**config.mk**
```make
export PLATFORM = sky130hd
export DESIGN_NAME = inst_fetch_queue_flat
export DESIGN_NICKNAME = d
export VERILOG_FILES = /design/src/rtl/inst_fetch_queue_if.sv /design/src/rtl/inst_fetch_queue.sv /design/src/flat_wrapper.sv
export SDC_FILE = /design/constraint.sdc
export NUM_CORES = 1
export LEC_CHECK = 0
export BUFFER_PORTS_ARGS = -buffer_cell sky130_fd_sc_hd__buf_2
export CORE_MARGIN = 1
export CORE_UTILIZATION = 55
export DETAILED_ROUTE_END_ITERATION = 16
export PLACE_DENSITY_LB_ADDON = 0.05
export SKIP_LAST_GASP = 1
export SYNTH_ARGS = -nofsm -noshare
export SYNTH_HDL_FRONTEND = slang
export SYNTH_SLANG_ARGS = --single-unit
```
**constraint.sdc**
```tcl
create_clock -name clk -period 8 [get_ports clk]
set_clock_uncertainty 0.15 [all_clocks]
set_input_delay 1.2 -clock clk [delete_from_list [all_inputs] [get_ports clk]]
set_output_delay 1.2 -clock clk [all_outputs]
set_load 0.1 [all_outputs]
```
**src/rtl/inst_fetch_queue_if.sv**
```systemverilog
// Bus between the fetch stage / instruction SRAM (master) and the fetch queue (slave).
// The fetch side drives requests and the SRAM response. Decode drives deq and reads the head entries.
interface inst_fetch_queue_if #(
  parameter int AW = 3
);
  // Handshake rules:
  // - A request is accepted whenever req_valid is high. There is no ready signal.
  // - Fetch must honour stall_req, which asserts early enough to absorb the requests already in flight.
  // - inst_sram_rdata is valid in the cycle after its request.
  // - deq may only claim entries whose outN_valid is high. Excess deq is clipped to the occupancy.
  logic          req_valid;
  logic [31:0]   req_pc;
  logic [31:0]   req_tgt;
  logic          req_discard;
  logic [63:0]   inst_sram_rdata;
  logic [1:0]    deq;

  logic          out0_valid;
  logic [31:0]   out0_pc;
  logic [31:0]   out0_inst;
  logic          out1_valid;
  logic [31:0]   out1_pc;
  logic [31:0]   out1_inst;
  logic [AW:0]   count_o;
  logic          stall_req;
  logic          overflow_err;

  modport master (
    output req_valid, req_pc, req_tgt, req_discard, inst_sram_rdata, deq,
    input  out0_valid, out0_pc, out0_inst, out1_valid, out1_pc, out1_inst,
    input  count_o, stall_req, overflow_err
  );

  modport slave (
    input  req_valid, req_pc, req_tgt, req_discard, inst_sram_rdata, deq,
    output out0_valid, out0_pc, out0_inst, out1_valid, out1_pc, out1_inst,
    output count_o, stall_req, overflow_err
  );
endinterface

```
**src/rtl/inst_fetch_queue.sv**
```systemverilog
// Instruction fetch queue. Pairs each fetch request with its SRAM response one cycle later,
// keeps the useful words as {pc, inst} entries in a circular FIFO, and lets decode pop up to two per cycle.
module inst_fetch_queue #(
  parameter int DEPTH = 8,
  parameter int AW    = 3
) (
  input  logic            clk,
  input  logic            rst,
  input  logic            flush,
  inst_fetch_queue_if.slave bus
);

  localparam int CW = AW + 2;

  // Response stage: the request whose SRAM data is on inst_sram_rdata this cycle
  logic        r_valid;
  logic [31:0] r_pc;
  logic        r_tgt2;
  logic        r_discard;

  logic [AW:0]   wr_ptr;
  logic [AW:0]   rd_ptr;
  logic [AW:0]   count;
  logic          ovf_q;
  logic [63:0]   mem [DEPTH];

  logic [1:0]    deq_eff;
  logic [1:0]    n_push;
  logic [1:0]    n_pop;
  logic [CW-1:0] room;
  logic          overflow;
  logic          push_ok;
  logic [AW-1:0] wr_idx0;
  logic [AW-1:0] wr_idx1;
  logic [AW-1:0] rd_idx0;
  logic [AW-1:0] rd_idx1;
  logic [63:0]   word_lo;
  logic [63:0]   word_hi;
  logic          unused_tgt_bits;

  assign unused_tgt_bits = ^{bus.req_tgt[31:3], bus.req_tgt[1:0]};

  always_ff @(posedge clk or negedge rst) begin
    if (!rst) begin
      r_valid   <= 1'b0;
      r_pc      <= 32'd0;
      r_tgt2    <= 1'b0;
      r_discard <= 1'b0;
    end else begin
      r_valid   <= bus.req_valid & ~flush;
      r_pc      <= bus.req_pc;
      r_tgt2    <= bus.req_tgt[2];
      r_discard <= bus.req_discard;
    end
  end

  // Pointers carry one extra wrap bit, so their difference is the occupancy 0..DEPTH.
  assign count   = wr_ptr - rd_ptr;
  assign wr_idx0 = wr_ptr[AW-1:0];
  assign wr_idx1 = wr_idx0 + AW'(1);
  assign rd_idx0 = rd_ptr[AW-1:0];
  assign rd_idx1 = rd_idx0 + AW'(1);
  assign word_lo = {r_pc, bus.inst_sram_rdata[31:0]};
  assign word_hi = {r_pc + 32'd4, bus.inst_sram_rdata[63:32]};

  always_comb begin
    deq_eff  = (bus.deq == 2'd3) ? 2'd2 : bus.deq;
    n_pop    = (CW'(deq_eff) > CW'(count)) ? count[1:0] : deq_eff;
    n_push   = 2'd0;
    if (r_valid && !r_discard) begin
      n_push = r_tgt2 ? 2'd1 : 2'd2;
    end
    // Entries popped this cycle free space for this cycle's push.
    room     = CW'(DEPTH) - CW'(count) + CW'(n_pop);
    overflow = CW'(n_push) > room;
    push_ok  = !overflow;
  end

  always_ff @(posedge clk) begin
    if (!flush && push_ok) begin
      if (n_push == 2'd2) begin
        mem[wr_idx0] <= word_lo;
        mem[wr_idx1] <= word_hi;
      end else if (n_push == 2'd1) begin
        mem[wr_idx0] <= word_hi;
      end
    end
  end

  always_ff @(posedge clk or negedge rst) begin
    if (!rst) begin
      wr_ptr <= '0;
      rd_ptr <= '0;
      ovf_q  <= 1'b0;
    end else if (flush) begin
      wr_ptr <= '0;
      rd_ptr <= '0;
    end else begin
      if (push_ok) begin
        wr_ptr <= wr_ptr + (AW+1)'(n_push);
      end
      rd_ptr <= rd_ptr + (AW+1)'(n_pop);
      if (overflow) begin
        ovf_q <= 1'b1;
      end
    end
  end

  // Data fields are gated by their valid so every output reads 0 while the queue is empty or in reset.
  assign bus.out0_valid = (count != '0);
  assign bus.out1_valid = (count >= (AW+1)'(2));
  assign {bus.out0_pc, bus.out0_inst} = bus.out0_valid ? mem[rd_idx0] : 64'd0;
  assign {bus.out1_pc, bus.out1_inst} = bus.out1_valid ? mem[rd_idx1] : 64'd0;
  assign bus.count_o      = count;
  assign bus.stall_req    = (count >= (AW+1)'(DEPTH - 4));
  assign bus.overflow_err = ovf_q;

endmodule

```
**src/flat_wrapper.sv**
```systemverilog
// flat-port wrapper written by rule: the top's interface ports become plain ports
module inst_fetch_queue_flat 
#(
  parameter int DEPTH = 8,
  parameter int AW    = 3
)
  (clk, rst, flush, bus_req_valid, bus_req_pc, bus_req_tgt, bus_req_discard, bus_inst_sram_rdata, bus_deq, bus_out0_valid, bus_out0_pc, bus_out0_inst, bus_out1_valid, bus_out1_pc, bus_out1_inst, bus_count_o, bus_stall_req, bus_overflow_err);
  inst_fetch_queue_if #(.AW(AW)) bus_i ();
  input  logic clk;
  input  logic rst;
  input  logic flush;
  input wire logic [$bits(bus_i.req_valid)-1:0] bus_req_valid;
  input wire logic [$bits(bus_i.req_pc)-1:0] bus_req_pc;
  input wire logic [$bits(bus_i.req_tgt)-1:0] bus_req_tgt;
  input wire logic [$bits(bus_i.req_discard)-1:0] bus_req_discard;
  input wire logic [$bits(bus_i.inst_sram_rdata)-1:0] bus_inst_sram_rdata;
  input wire logic [$bits(bus_i.deq)-1:0] bus_deq;
  output wire logic [$bits(bus_i.out0_valid)-1:0] bus_out0_valid;
  output wire logic [$bits(bus_i.out0_pc)-1:0] bus_out0_pc;
  output wire logic [$bits(bus_i.out0_inst)-1:0] bus_out0_inst;
  output wire logic [$bits(bus_i.out1_valid)-1:0] bus_out1_valid;
  output wire logic [$bits(bus_i.out1_pc)-1:0] bus_out1_pc;
  output wire logic [$bits(bus_i.out1_inst)-1:0] bus_out1_inst;
  output wire logic [$bits(bus_i.count_o)-1:0] bus_count_o;
  output wire logic [$bits(bus_i.stall_req)-1:0] bus_stall_req;
  output wire logic [$bits(bus_i.overflow_err)-1:0] bus_overflow_err;
  assign bus_i.req_valid = bus_req_valid;
  assign bus_i.req_pc = bus_req_pc;
  assign bus_i.req_tgt = bus_req_tgt;
  assign bus_i.req_discard = bus_req_discard;
  assign bus_i.inst_sram_rdata = bus_inst_sram_rdata;
  assign bus_i.deq = bus_deq;
  assign bus_out0_valid = bus_i.out0_valid;
  assign bus_out0_pc = bus_i.out0_pc;
  assign bus_out0_inst = bus_i.out0_inst;
  assign bus_out1_valid = bus_i.out1_valid;
  assign bus_out1_pc = bus_i.out1_pc;
  assign bus_out1_inst = bus_i.out1_inst;
  assign bus_count_o = bus_i.count_o;
  assign bus_stall_req = bus_i.stall_req;
  assign bus_overflow_err = bus_i.overflow_err;
  inst_fetch_queue #(.DEPTH(DEPTH), .AW(AW)) u_core (.clk(clk), .rst(rst), .flush(flush), .bus(bus_i));
endmodule
```
==> flow_summary.ini <==
[outcome]
status = complete, no violations

[critical_path]
worstPathArrival_ns = 7.08
reg2reg_setup_slack_ns = 1.02
crit_start = u_core.wr_ptr[0]$_DFFE_PN0N_
rr_worst_depth = 19
r2r-start = u_core.wr_ptr[0]$_DFFE_PN0N_
cp_max_fo = 43
critPathSlowestCell = nor2_4
crit_family = adder cells
crit_path_end_kind = flip-flop
required_ns = 8.10
worst-path-stages = 19
r2r_end = u_core.mem[7][8]$_DFFE_PP_
endpoint = u_core.mem[7][8]$_DFFE_PP_
start_kind = flip-flop
slowest_delay_ns = 0.98
path_buf_inv = 5
crit_chain = clkinv_1 > ha_1 > inv_1 > fa_1 > xnor2_1 > nand2_1 > a211oi_1 > mux2_2 > ha_1 > inv_1 > fa_1 > inv_1 > ha_1 > nor2b_1 > a2bb2oi_1 > o211ai_1 > o211ai_4 > nor2_4 > buf_4
path_class = flip-flop to flip-flop

[clock_network]
post_cts_buffers = 0
cts_root_buf = clkbuf_16
ctsLongestPathBuffers = 3
cts_tree = yes
clk_pin_slew_ns = 0.06
htree_num_levels = 2
cts_resized = 0
clk_latency_ns = 0.63
cts_buffers = 60
cts-hold-fix-buffers = 0
clock_sinks = 556

[drt]
drtIter0Drc = 2011
vias = 21700
viasPerCell = 6.61
route.detailed.drc = 0
drt_wl_total_um = 95000
drtPass1Iterations = 5
postRouteAntennaNets = 0
post_drt_wl_per_cell_um = 28.9

[flow_run]
drv_cap = 0

[synth]
yosys.area_share.simple = 0.0863
synth.mux.area_fraction = 0.274
postSynthAreaPerCell_um2 = 13.9
synth_xor_area_frac = 0.0633
synth-edff-count = 512
synthAdderAreaFrac = 0.00866
synthCells = 2322
synthFlopType = edfxtp_1
yosys-top-cells-area = edfxtp_1, mux4_2, mux2_2, xor2_1, dfrtp_1
synth_nets = 2477
yosysWarnings = 0
synth_top_cell_by_area = edfxtp_1
netlist.area_leader.share = 0.475
async_flop_share = 0.0791
synthDistinctLibCells = 55
yosysSeqAreaShare = 0.509
syn_area_um2 = 32400
synth_compound_area_frac = 0.0271
synth_top_family_by_area = multiplexers
synth-seq-cells = 556

[die]
start_util = 0.559
die_w_um = 245
ioPinCount = 271
die_area_um2 = 59800
rows = 88
coreArea_um2 = 57900
die_y_um = 245

[global_route]
antenna_found_initial = 3
grt_max_degree = 146
grt_pass1_wl_um = 139000
grt.total_usage = 0.319
grt.overflow.total = 0
grt_pass1_vias = 21900

[final_layout]
nNetsFinal = 2620
drive_gt1_frac = 0.364
area_growth_pct = 11.1
final_cells = 3282

[sta]
min_period_ns = 6.98
hold_viol = 0
max_freq_mhz = 143
rsz0062_at_grt = false
worst_pin_slew_ns = 1.29
slew_headroom = 0.136
finalMaxSlewViolations = 0
finalSetupViolCount = 0
layout_worst_path_cycle_share = 0.873

[placed_design]
place_hpwl_um = 54000
placed_cells = 3168
gp_congestion = 0.841
port_buffers = 239

[worst_hold_path]
hp-class = flip-flop to flip-flop
-- stage by stage --
step	util	worst slack, ns	hold slack, ns	setup TNS [ns]	cell area (um^2)
6_report	0.621	1.02	0.325	0	36000
3_3_place_gp	0.588	1.15	0.304	0	34100
3_5_place_dp	0.588	1.03	0.313	0	34100
5_1_grt	0.621	0.638	0.334	0	36000
2_1_floorplan	-	-0.387	0.370	-197.89	32400
4_1_cts	0.621	1.03	0.325	0	35900
-- per-layer routing --
| layer | wire (um) | vias up | global-route usage |
|---|---|---|---|
| li1 | - | 9212 | - |
| met1 | 37300 | 11200 | 0.433 |
| met2 | 46500 | 1023 | 0.524 |
| met3 | 8030 | 203 | 0.0481 |
| met4 | 3180 | 0 | 0.115 |
| met5 | 0 | - | 0 |
-- cell usage in the layout, fill, tap and decap left out, types with 12 or more instances in the layout --
master	synthesis	final
buf_2	49	239
clkinv_1	1	14
edfxtp_1	512	512
dfrtp_1	44	41
nor3_1	138	137
nand2_1	269	269
nor2_1	33	24
and3_1	13	13
mux2_1	26	26
clkinv_2	0	12
mux2_2	249	249
nor2_4	3	12
clkbuf_1	85	15
nand3_1	82	82
mux4_2	256	256
buf_4	32	41
inv_1	17	16
xnor2_1	74	73
a21oi_1	143	143
ha_1	16	15
clkbuf_16	0	61
xor2_1	158	157
-- synth_stat cells, types with 2 or more instances --
library cell	count
a21oi_1	143
a31oi_1	6
and2_1	2
and3_1	13
and4_1	4
buf_1	35
buf_2	49
buf_4	32
clkbuf_1	85
dfrtp_1	44
edfxtp_1	512
fa_1	4
ha_1	16
inv_1	17
mux2_1	26
mux2_2	249
mux2i_1	2
mux4_2	256
nand2_1	269
nand2_4	5
nand2b_1	8
nand3_1	82
nand3b_1	2
nand4_1	6
nor2_1	33
nor2_2	6
nor2_4	3
nor2b_1	6
nor3_1	138
nor3_2	3
nor3b_1	3
nor4_1	10
xnor2_1	74
xor2_1	158
-- final cells by class --
class                           instances  area [um^2]
Fill cell                            4509        22000
Multi-Input combinational cell       1546        15000
Timing Repair Buffer                  283         1560
Antenna cell                            1         2.50
Tap cell                              765          957
Clock inverter                         30          195
Clock buffer                           83         1680
Sequential cell                       556        16500
Inverter                               18         67.6
-- sequential cells by signal, summed over array words and instances (netlist names) --
signal                   count
u_core.bus.overflow_err      1
u_core.mem                 512
u_core.r_discard             1
u_core.r_pc                 32
u_core.r_tgt2                1
u_core.r_valid               1
u_core.rd_ptr                4
u_core.wr_ptr                4
-- worst min path at each step --
| stage | start | to | slack [ns] | depth (start not counted) |
|---|---|---|---|---|
| 2_1_floorplan | u_core.r_pc[0]$_DFF_PN0_ | u_core.mem[0][32]$_DFFE_PP_ | 0.37 | 0 |
| 3_3_place_gp | u_core.bus.overflow_err$_DFFE_PN0P_ | u_core.bus.overflow_err$_DFFE_PN0P_ | 0.30 | 1 |
| 3_5_place_dp | u_core.bus.overflow_err$_DFFE_PN0P_ | u_core.bus.overflow_err$_DFFE_PN0P_ | 0.31 | 1 |
| 4_1_cts | u_core.bus.overflow_err$_DFFE_PN0P_ | u_core.bus.overflow_err$_DFFE_PN0P_ | 0.33 | 1 |
| 5_1_grt | u_core.bus.overflow_err$_DFFE_PN0P_ | u_core.bus.overflow_err$_DFFE_PN0P_ | 0.33 | 1 |
| 6_report | u_core.bus.overflow_err$_DFFE_PN0P_ | u_core.bus.overflow_err$_DFFE_PN0P_ | 0.32 | 1 |
-- worst register-to-register path: stages, from the launching register on --
cell and delay, ns:
dfrtp_1 0.38, clkinv_1 0.17, ha_1 0.20, inv_1 0.05, fa_1 0.37, xnor2_1 0.33, nand2_1 0.26, a211oi_1 0.63
mux2_2 0.41, ha_1 0.19, inv_1 0.08, fa_1 0.40, inv_1 0.07, ha_1 0.23, nor2b_1 0.14, a2bb2oi_1 0.16
o211ai_1 0.19, o211ai_4 0.35, nor2_4 1.00, buf_4 0.80
-- cells by family (layout without fill, tap and decap cells) --
logic type | Yosys count | after routing
adder cells (fa/ha/maj) | 20 | 20
buffers and inverters | 220 | 414
multiplexers | 533 | 533
AO/OA/AOI/OAI | 162 | 162
AND/OR/NAND/NOR | 598 | 598
other | 0 | 1
flip-flops | 556 | 556
XOR/XNOR | 233 | 233
Power is not shown: default switching activity piles up to over one toggle a cycle in this logic, so the estimate is an artifact.
